$ cat config.mk
export PLATFORM = sky130hd
export DESIGN_NAME = mux_nx1_rr
export DESIGN_NICKNAME = d
export VERILOG_FILES = /design/src/rtl/mux_nx1_rr.sv
export SDC_FILE = /design/constraint.sdc
export NUM_CORES = 1
export LEC_CHECK = 0
export ABC_AREA = 1
export CORE_UTILIZATION = 44
export DETAILED_ROUTE_END_ITERATION = 8
export PLACE_DENSITY = 0.95
export SLEW_MARGIN = 20
export SYNTH_ARGS = -nofsm -noshare
export SYNTH_HDL_FRONTEND = slang
export SYNTH_SLANG_ARGS = --single-unit
$ cat constraint.sdc
create_clock -name clk -period 3.6 [get_ports clk]
set_input_delay 0.36 -clock clk [delete_from_list [all_inputs] [get_ports clk]]
set_output_delay 0.36 -clock clk [all_outputs]
set_load 0.02 [all_outputs]
$ cat src/rtl/mux_nx1_rr.sv
// N-to-1 valid/ready multiplexer with a one-beat output register.
// A channel is chosen either by a fixed select input or by a round-robin pointer.
module mux_nx1_rr #(
  parameter int unsigned WIDTH = 8,
  parameter int unsigned SELW  = 2
) (
  input  logic                        clk,
  input  logic                        rst,
  input  logic [(1<<SELW)*WIDTH-1:0]  in_data,
  input  logic [(1<<SELW)-1:0]        in_valid,
  output logic [(1<<SELW)-1:0]        in_ready,
  input  logic                        mode,
  input  logic [SELW-1:0]             sel,
  output logic [WIDTH-1:0]            out_data,
  output logic                        out_valid,
  input  logic                        out_ready,
  output logic [SELW-1:0]             out_ch
);

  localparam int unsigned N = 1 << SELW;

  logic [WIDTH-1:0] out_data_q,  out_data_d;
  logic             out_valid_q, out_valid_d;
  logic [SELW-1:0]  out_ch_q,    out_ch_d;
  logic [SELW-1:0]  ptr_q,       ptr_d;

  logic             load_en;
  logic             grant_vld;
  logic [SELW-1:0]  grant_ch;
  logic [SELW-1:0]  idx;
  logic [WIDTH-1:0] grant_data;

  // Arbitration: fixed select, or first valid channel after the pointer (pointer last).
  always_comb begin
    grant_vld = 1'b0;
    grant_ch  = '0;
    idx       = '0;
    if (!mode) begin
      grant_vld = in_valid[sel];
      grant_ch  = sel;
    end else begin
      for (int unsigned k = 1; k <= N; k++) begin
        idx = ptr_q + SELW'(k);
        if (!grant_vld && in_valid[idx]) begin
          grant_vld = 1'b1;
          grant_ch  = idx;
        end
      end
    end
  end

  // Data path select with constant part-selects only.
  always_comb begin
    grant_data = '0;
    for (int unsigned i = 0; i < N; i++) begin
      if (grant_ch == SELW'(i)) grant_data = in_data[i*WIDTH +: WIDTH];
    end
  end

  assign load_en = !out_valid_q || out_ready;

  always_comb begin
    in_ready = '0;
    in_ready[grant_ch] = load_en && grant_vld && !rst;
  end

  // Output register and pointer next-state.
  always_comb begin
    out_data_d  = out_data_q;
    out_valid_d = out_valid_q;
    out_ch_d    = out_ch_q;
    ptr_d       = ptr_q;
    if (load_en) begin
      out_valid_d = grant_vld;
      if (grant_vld) begin
        out_data_d = grant_data;
        out_ch_d   = grant_ch;
        if (mode) ptr_d = grant_ch;
      end
    end
  end

  always_ff @(posedge clk) begin
    if (rst) begin
      out_data_q  <= '0;
      out_valid_q <= 1'b0;
      out_ch_q    <= '0;
      ptr_q       <= SELW'(N - 1);
    end else begin
      out_data_q  <= out_data_d;
      out_valid_q <= out_valid_d;
      out_ch_q    <= out_ch_d;
      ptr_q       <= ptr_d;
    end
  end

  assign out_data  = out_data_q;
  assign out_valid = out_valid_q;
  assign out_ch    = out_ch_q;

endmodule

==> results of run 1 <==
[power groups by stage]
stage                     clock network [uW]  registers, uW  logic (uW)
final                                   92.3            193         430
after floorplan                            0            211         282
after detailed placement                   0            195         426
after global placement                     0            195         416
after global routing                    97.8            196         467
after CTS                               92.8            193         428
[placed cells by master (no fill, tap or decap), drive strengths merged]
cell,Yosys,final
o211ai,2,2
buf,8,2
nand2,58,58
nor3,4,4
nand3b,1,1
clkbuf,1,4
nor2,25,25
clkdlybuf4s50,0,56
o221ai,1,1
o21ai,11,11
a21oi,6,6
dfxtp,13,13
inv,16,16
nand4,10,10
nand3,31,31
clkinv,1,1
a21boi,1,1
[area by class of cell]
| class | count | area [um2] | area share |
|---|---|---|---|
| Timing Repair Buffer | 58 | 576 | 0.324 |
| Sequential cell | 13 | 262 | 0.147 |
| Clock buffer | 4 | 26.3 | 0.0148 |
| Inverter | 17 | 73.8 | 0.0416 |
| Multi-Input combinational cell | 150 | 801 | 0.451 |
| Tap cell | 30 | 37.5 | 0.0211 |
[layer usage]
| layer | part of all wire | track usage |
|---|---|---|
| met5 | 0 | 0 |
| met4 | 0.012 | 0.0556 |
| met3 | 0.057 | 0.0639 |
| met2 | 0.50 | 0.445 |
| met1 | 0.43 | 0.288 |
[repair_timing]
item                                    CTS  global route
gates resized for setup                   0             1
endpoints found under the hold margin     0             0
endpoints found under the setup margin    0             4
[final timing paths]
check	depth (start not counted)	end	slack [ns]	startpoint
max	14	in_ready[2]	0.23	in_valid[2]
min	2	out_valid$_SDFFE_PP0N_	0.51	out_valid$_SDFFE_PP0N_
max reg2reg	15	out_data[4]$_SDFFE_PP0N_	1.19	ptr_q[1]$_SDFFE_PP1P_
min reg2reg	2	out_valid$_SDFFE_PP0N_	0.51	out_valid$_SDFFE_PP0N_
[per-stage QoR]
| step | hold WS, ns | util | worst slack (ns) | instance area [um2] |
|---|---|---|---|---|
| after CTS | 0.512 | 0.697 | 0.159 | 1770 |
| after detailed placement | 0.499 | 0.687 | 0.247 | 1750 |
| after global routing | 0.556 | 0.698 | 0.00519 | 1780 |
| final | 0.514 | 0.698 | 0.226 | 1780 |
| after floorplan | 0.429 | - | 1.29 | 1210 |
| after global placement | 0.492 | 0.687 | 0.357 | 1750 |
[flip-flops by register name, summed over array words and instances (netlist names)]
| register | count |
|---|---|
| out_ch | 2 |
| out_valid | 1 |
| ptr_q | 2 |
| out_data | 8 |
[logic make-up after synthesis]
family                 Yosys count  share of synthesized area
and+or+nand+nor                129                      0.563
buffers and inverters           26                      0.127
AOI/OAI and AO/OA               21                     0.0958
DFF                             13                      0.214
[cell usage after synthesis]
library cell / number / area (um2)
inv_1: 11 / 41.3
nand2_4: 5 / 56.3
nand3_4: 1 / 17.5
nor2_4: 1 / 11.3
o221ai_1: 1 / 8.76
nand2_2: 11 / 68.8
inv_4: 1 / 6.26
o21ai_0: 10 / 50.1
nand4_1: 10 / 62.6
nor3_1: 4 / 20.0
clkinv_1: 1 / 3.75
buf_2: 3 / 15.0
inv_2: 3 / 11.3
inv_8: 1 / 11.3
nor2_1: 23 / 86.3
buf_4: 2 / 15.0
a21boi_0: 1 / 7.51
buf_6: 1 / 11.3
nand2_1: 42 / 158
nand3_2: 8 / 80.1
nand3b_1: 1 / 7.51
nand3_1: 22 / 110
o211ai_1: 2 / 15.0
nor2_2: 1 / 6.26
a21oi_1: 6 / 30.0
o21ai_1: 1 / 5.00
dfxtp_1: 13 / 260
clkbuf_1: 1 / 3.75
buf_12: 1 / 20.0
buf_8: 1 / 15.0
[critical path, stage by stage]
cell and delay (ns):
clkdlybuf4s50_1 0.54, nand2_1 0.09, nand2_2 0.11, nand2_1 0.06, nand2_1 0.08, inv_1 0.08
nand4_1 0.10, o21ai_1 0.10, inv_1 0.08, nand2_1 0.08, inv_2 0.25, nand2_1 0.20
nor3_1 0.24, clkdlybuf4s50_1 0.65
==> results.py, run 1 <==
metrics = {
    "sta": {
        "layout_min_cycle_time_ns": 3.37,
        "fin_tns_setup_ns": 0,
        "rsz0062_at_grt": "false",
        "clock_skew_ns": 0.000673,
        "finalSetupViolations": 0,
        "relSlewSlack": 0.758,
        "slew_viol_final": 0,
        "worst_pin_slew_ns": 0.363,
        "fmax_ghz": 0.296,
        "hold_violations": 0,
        "fin_crit_sh": 0.937,
    },
    "pwr": {
        "p_total_uw": 715,
        "p_comb_frac": 0.601,
        "vdd_drop_max_mv": 0.302,
        "clkPwrFrac": 0.129,
        "p_int_uw": 390,
        "p_per_area_nw_per_um2": 403,
        "p_switching_uw": 325,
        "leakage_uw": 0.000780,
        "p_sw_frac": 0.454,
        "pwr-share-seq": 0.270,
    },
    "clocking": {
        "clk_pin_slew_ns": 0.08,
        "cts_tree": "built",
        "cts_root_buf": "clkbuf_4",
        "cts.sinks": 13,
        "h-tree-depth": 1,
        "clockBufferDepth": 2,
        "clock_latency_ns": 0.28,
        "post-cts-setup-buffer-count": 0,
        "cts_hold_buf": 0,
        "cts_buffers": 3,
    },
    "layout": {
        "final-instance-count-excl-fill": 272,
        "diodes": 0,
        "fillers": 222,
        "final_nets": 285,
        "area_growth_pct": 46.1,
        "drive_gt1_frac": 0.157,
    },
    "worst_setup_path": {
        "crit_required_ns": 3.24,
        "critPathKind": "in -> out",
        "worst_setup_path_end_kind": "primary output",
        "worstPathMaxFanout": 22,
        "startpoint_type": "input port",
        "worstPathArrival_ns": 3.01,
    },
    "global_routing": {
        "grt_max_degree": 23,
        "overflow": 0,
        "grt_pass1_vias": 1250,
        "grtUsageTotal": 0.247,
        "grt_pass1_wl_mm": 5.25,
        "antenna_found_initial": 0,
    },
    "yosys": {
        "synth.ff_latch_count": 13,
        "syn_nets": 231,
        "synth_area_per_cell_um2": 6.43,
        "synth_area_um2": 1210,
        "synth.yosys.warnings": 0,
        "synthCells": 189,
        "yosysSeqAreaShare": 0.214,
        "ys_types": 30,
    },
    "floorplanning": {
        "ioPinCount": 57,
        "initial_utilization": 0.477,
        "rows": 18,
        "die-area_um2": 2980,
        "die_h_um": 54.5,
        "die_w_um": 54.5,
        "core_area_um2": 2540,
    },
    "drt": {
        "postRouteAntennaNets": 0,
        "vias_per_cell": 5.37,
        "route.detailed.drc": 0,
        "drt_first_iter_violations": 34,
        "wire_per_inst_um": 13.0,
        "vias": 1461,
        "routed_wl_mm": 3.53,
        "dr.pass1.iters": 4,
    },
    "min_path": {
        "hp-class": "reg -> reg",
    },
    "run_status": {
        "status": "complete, no violations",
    },
    "placement": {
        "dp_hpwl_mm": 2.73,
        "gp_congestion": 0.890,
        "numPortBuffers": 56,
        "dp_cells": 268,
    },
    "flow_run": {
        "max-cap-violations": 0,
    },
}
No activity file was read; power rests on OpenSTA's default activity.
==> inputs of run 2 (changes only) <==
--- a/config.mk
+++ b/config.mk
@@ -6,6 +6,7 @@
 export NUM_CORES = 1
 export LEC_CHECK = 0
 export ABC_AREA = 1
+export CORE_ASPECT_RATIO = 1.75
 export CORE_UTILIZATION = 44
 export DETAILED_ROUTE_END_ITERATION = 8
 export PLACE_DENSITY = 0.95
==> results.py, run 2 (synthesis gave the netlist of run 1 again) <==
metrics = {
    "run_status": {
        "status": "complete, no violations",
    },
    "worst_setup_path": {
        "worst_setup_path_end_kind": "primary output",
        "rr_worst_depth": 14,
        "r2r-start": "ptr_q[0]$_SDFFE_PP1P_",
        "startpoint_type": "flip-flop",
        "critPathKind": "reg -> out",
        "crit_path_start": "ptr_q[0]$_SDFFE_PP1P_",
        "crit_required_ns": 3.24,
        "rr_endpoint": "out_data[7]$_SDFFE_PP0N_",
        "worstPathMaxFanout": 20,
        "worstPathArrival_ns": 2.95,
        "r2r_slack_ns": 1.15,
    },
    "clocking": {
        "post-cts-setup-buffer-count": 0,
        "cts.sinks": 13,
        "cts_hold_buf": 0,
        "h-tree-depth": 1,
        "cts_tree": "built",
        "cts_root_buf": "clkbuf_8",
        "clk_pin_slew_ns": 0.06,
        "clockBufferDepth": 2,
        "clock_latency_ns": 0.25,
        "postCtsResizedCells": 0,
        "cts_buffers": 3,
    },
    "layout": {
        "final-instance-count-excl-fill": 268,
        "diodes": 0,
        "final_nets": 285,
        "area_growth_pct": 47.2,
        "largest_register_ffs": 8,
        "drive_gt1_frac": 0.153,
        "layout_commonest_cell": "clkdlybuf4s50_1",
        "mostFrequentLayoutCells": "clkdlybuf4s50_1 (56), nand2_1 (42), nor2_1 (23)",
    },
    "pwr": {
        "p_per_area_nw_per_um2": 421,
        "leakage_uw": 0.000788,
        "vdd_drop_max_mv": 0.372,
    },
    "global_routing": {
        "grt_pass1_vias": 1367,
        "grt_max_degree": 22,
        "grtUsageTotal": 0.252,
        "antenna_found_initial": 0,
        "overflow": 0,
        "grt_pass1_wl_mm": 5.84,
    },
    "min_path": {
        "holdCritStartpoint": "out_valid$_SDFFE_PP0N_",
        "min_to": "out_valid$_SDFFE_PP0N_",
        "holdPathStages": 2,
        "hp-class": "reg -> reg",
    },
    "sta": {
        "fin_crit_sh": 0.920,
        "fin_tns_setup_ns": 0,
        "hold_violations": 0,
        "relSlewSlack": 0.685,
        "worst_pin_slew_ns": 0.472,
        "slew_viol_final": 0,
        "fmax_ghz": 0.302,
        "layout_min_cycle_time_ns": 3.31,
        "finalSetupViolations": 0,
        "rsz0062_at_grt": "false",
        "clock_skew_ns": 0.00354,
        "fin_worst_hold_slack_ns": 0.489,
    },
    "floorplanning": {
        "ioPinCount": 57,
        "die_w_um": 41.7,
        "core_area_um2": 2550,
        "initial_utilization": 0.476,
        "rows": 24,
        "die_h_um": 71.5,
        "die-area_um2": 2980,
    },
    "flow_run": {
        "max-cap-violations": 0,
    },
    "placement": {
        "dp_hpwl_mm": 2.75,
        "dp_cells": 264,
        "gp_congestion": 0.887,
        "numPortBuffers": 56,
    },
    "drt": {
        "vias": 1475,
        "dr.pass1.iters": 4,
        "wire_per_inst_um": 13.1,
        "vias_per_cell": 5.50,
        "postRouteAntennaNets": 0,
        "drt_first_iter_violations": 61,
        "routed_wl_mm": 3.52,
        "route.detailed.drc": 0,
    },
}
[run 2: cell counts in the layout (fill, tap and decap cells not counted)]
No cell type changed its count.
[run 2: critical path: stages, from the launching register on]
cell and delay (ns):
dfxtp_1 0.61, inv_8 0.09, nand2_2 0.07, nand2_1 0.08
nand2_2 0.09, nand2_4 0.06, nor2_4 0.10, nand3_2 0.09
nand2_2 0.08, nand3_4 0.14, nand2_4 0.26, inv_2 0.09
nor3_1 0.26, clkdlybuf4s50_1 0.65
[run 2: cell type report]
class	instances	area [um2]
clock buffers	4	45.0
fillers	209	764
inverters	17	73.8
multi-input cells	150	801
flip-flops and latches	13	260
well taps	26	32.5
repair buffers	58	576
[run 2: how the worst max path moves through the flow]
stage                  end  slack (ns)  cells after the start
6_report       in_ready[3]        0.29                     13
2_1_floorplan  in_ready[1]        1.29                     15
4_1_cts        in_ready[3]        0.30                     13
3_3_place_gp   in_ready[3]        0.42                     12
5_1_grt        in_ready[3]        0.11                     13
3_5_place_dp   in_ready[3]        0.37                     13
[run 2: layer usage]
layer  part of all wire  GRT usage  wire length (um)
met5                  0          0                 0
met4              0.027      0.108                95
met3              0.053     0.0504               188
met2               0.54      0.472              1890
met1               0.38      0.263              1340
[run 2: power by group]
part / switching (uW) / internal (uW) / total, uW
registers: 23.5 / 170 / 194
logic: 250 / 177 / 427
clock network: 54.0 / 78.3 / 132
total: 328 / 425 / 753
[run 2: through the flow]
stage | cell area [um2] | total power [uW] | utilization | setup slack [ns]
after floorplan | 1210 | 493 | - | 1.29
after global placement | 1740 | 612 | 0.683 | 0.422
after detailed placement | 1740 | 621 | 0.683 | 0.370
after CTS | 1790 | 755 | 0.700 | 0.305
after global routing | 1790 | 808 | 0.700 | 0.114
final | 1790 | 753 | 0.700 | 0.289
==> inputs of run 3 (changes only) <==
--- a/config.mk
+++ b/config.mk
@@ -7,9 +7,11 @@
 export LEC_CHECK = 0
 export ABC_AREA = 1
 export CORE_ASPECT_RATIO = 1.75
-export CORE_UTILIZATION = 44
+export CORE_UTILIZATION = 46
+export CTS_BUF_LIST = sky130_fd_sc_hd__clkbuf_8
 export DETAILED_ROUTE_END_ITERATION = 8
 export PLACE_DENSITY = 0.95
+export SKIP_CTS_REPAIR_TIMING = 1
 export SLEW_MARGIN = 20
 export SYNTH_ARGS = -nofsm -noshare
 export SYNTH_HDL_FRONTEND = slang
==> results.py, run 3 (synthesis gave the netlist of run 1 again) <==
metrics = {
    "floorplanning": {
        "die_w_um": 40.9,
        "core_area_um2": 2490,
        "ioPinCount": 57,
        "initial_utilization": 0.487,
        "rows": 24,
        "die-area_um2": 2860,
        "die_h_um": 70.0,
    },
    "worst_setup_path": {
        "worstPathMaxFanout": 20,
        "cp_cell_sequence": "inv_8, nand2_2, nand2_4, nand2_1, nand2_1, inv_1, nand3_2, nand2_2, nand3_4, nand2_4, inv_2, nor3_1, clkdlybuf4s50_1",
        "startpoint_type": "flip-flop",
        "rr_worst_depth": 13,
        "cp.buffers_inverters": 4,
        "worst-path-stages": 13,
        "worstPathArrival_ns": 2.93,
        "worst_setup_path_end_kind": "primary output",
        "rr_endpoint": "out_data[3]$_SDFFE_PP0N_",
        "crit_required_ns": 3.24,
        "r2r-start": "ptr_q[0]$_SDFFE_PP1P_",
        "critical-path-top-delay-family": "simple AND/OR/NAND/NOR gates",
        "setup.worst_path.end": "in_ready[3]",
        "critPathKind": "reg -> out",
        "r2r_slack_ns": 1.18,
        "slowest_stage": "clkdlybuf4s50_1",
        "crit_path_start": "ptr_q[0]$_SDFFE_PP1P_",
        "critPathMaxStageDelay_ns": 0.66,
    },
    "pwr": {
        "p_int_uw": 422,
        "p_comb_frac": 0.574,
        "leakage_uw": 0.000792,
        "p_sw_frac": 0.432,
        "p_switching_uw": 321,
        "p_per_area_nw_per_um2": 416,
        "clkPwrFrac": 0.167,
        "pwr-share-seq": 0.259,
        "vdd_drop_max_mv": 0.316,
    },
    "placement": {
        "gp_congestion": 0.888,
        "dp_cells": 264,
        "numPortBuffers": 56,
        "dp_hpwl_mm": 2.69,
    },
    "drt": {
        "drt_first_iter_violations": 40,
        "vias": 1444,
        "routed_wl_mm": 3.37,
        "vias_per_cell": 5.39,
        "route.detailed.drc": 0,
        "postRouteAntennaNets": 0,
        "dr.pass1.iters": 6,
        "wire_per_inst_um": 12.6,
    },
    "layout": {
        "multi_input_area_um2": 801,
        "largest_register_ffs": 8,
        "diodes": 0,
        "final_nets": 285,
        "layout_commonest_cell": "clkdlybuf4s50_1",
        "fillers": 193,
        "area_growth_pct": 47.2,
        "regArea_um2": 260,
        "mostFrequentLayoutCells": "clkdlybuf4s50_1 (56), nand2_1 (42), nor2_1 (23)",
        "fin_util": 0.717,
        "final-instance-count-excl-fill": 268,
        "drive_gt1_frac": 0.153,
    },
    "sta": {
        "fin_tns_setup_ns": 0,
        "hold_violations": 0,
        "layout_min_cycle_time_ns": 3.29,
        "relSlewSlack": 0.704,
        "worst_pin_slew_ns": 0.443,
        "clock_skew_ns": 0.00573,
        "rsz0062_at_grt": "false",
        "fin_crit_sh": 0.914,
        "slew_viol_final": 0,
        "finalSetupViolations": 0,
        "fmax_ghz": 0.304,
    },
    "run_status": {
        "status": "complete, no violations",
    },
    "clocking": {
        "clockBufferDepth": 2,
        "cts.sinks": 13,
        "clk_pin_slew_ns": 0.06,
        "clock_latency_ns": 0.24,
        "h-tree-depth": 1,
        "cts_buffers": 3,
        "cts_root_buf": "clkbuf_8",
        "cts_tree": "built",
    },
    "global_routing": {
        "grt_max_degree": 22,
        "grt_pass1_vias": 1285,
        "grtUsageTotal": 0.255,
        "overflow": 0,
        "grt_pass1_wl_mm": 5.29,
        "antenna_found_initial": 0,
    },
    "min_path": {
        "hp-class": "reg -> reg",
    },
    "flow_run": {
        "max-cap-violations": 0,
    },
}
run 3: worst min path at each step:
stage	start	to	slack, ns	depth (start not counted)
4_1_cts	out_valid$_SDFFE_PP0N_	out_valid$_SDFFE_PP0N_	0.50	2
3_3_place_gp	out_valid$_SDFFE_PP0N_	out_valid$_SDFFE_PP0N_	0.48	2
3_5_place_dp	out_valid$_SDFFE_PP0N_	out_valid$_SDFFE_PP0N_	0.50	2
2_1_floorplan	rst	out_valid$_SDFFE_PP0N_	0.43	1
6_report	out_valid$_SDFFE_PP0N_	out_valid$_SDFFE_PP0N_	0.50	2
5_1_grt	out_valid$_SDFFE_PP0N_	out_valid$_SDFFE_PP0N_	0.54	2
run 3: layout make-up:
cell class | count | area share
sequential | 13 | 0.146
clock inverter | 1 | 0.00210
inverter | 17 | 0.0413
tap | 26 | 0.0182
timing repair buffer | 58 | 0.322
multi-input combinational | 150 | 0.448
clock buffer | 3 | 0.0231
run 3: metal layers:
layer	wire [um]	share of wire	up-vias	GRT usage
met5	0	0	-	0
li1	-	-	735	-
met1	1230	0.37	649	0.290
met3	139	0.041	8	0.0286
met2	1900	0.57	52	0.438
met4	91	0.027	0	0.100
run 3: through the flow:
stage          hold WS [ns]  setup WS (ns)  power, uW  cell area (um2)
2_1_floorplan         0.429           1.29        493             1210
3_3_place_gp          0.480          0.422        610             1740
3_5_place_dp          0.496          0.363        619             1740
4_1_cts               0.504          0.327        744             1790
5_1_grt               0.544          0.120        795             1790
6_report              0.498          0.309        743             1790
run 3: power groups by stage:
stage | sequential [uW] | combinational (uW) | clock [uW]
after global placement | 194 | 416 | 0
after global routing | 196 | 467 | 132
after CTS | 192 | 426 | 126
after detailed placement | 195 | 424 | 0
final | 192 | 426 | 124
after floorplan | 211 | 282 | 0
run 3: worst register-to-register path, stage by stage (launching register included):
cell and delay (ns):
dfxtp_1 0.59, nand2_1 0.18, a21oi_1 0.19, a21boi_0 0.10
nand2_1 0.08, clkinv_1 0.06, nand3_1 0.09, nand2_1 0.17
buf_4 0.24, nor2_2 0.30, nand2_1 0.10, nand3_1 0.11
nor2_1 0.06, nor2_1 0.08
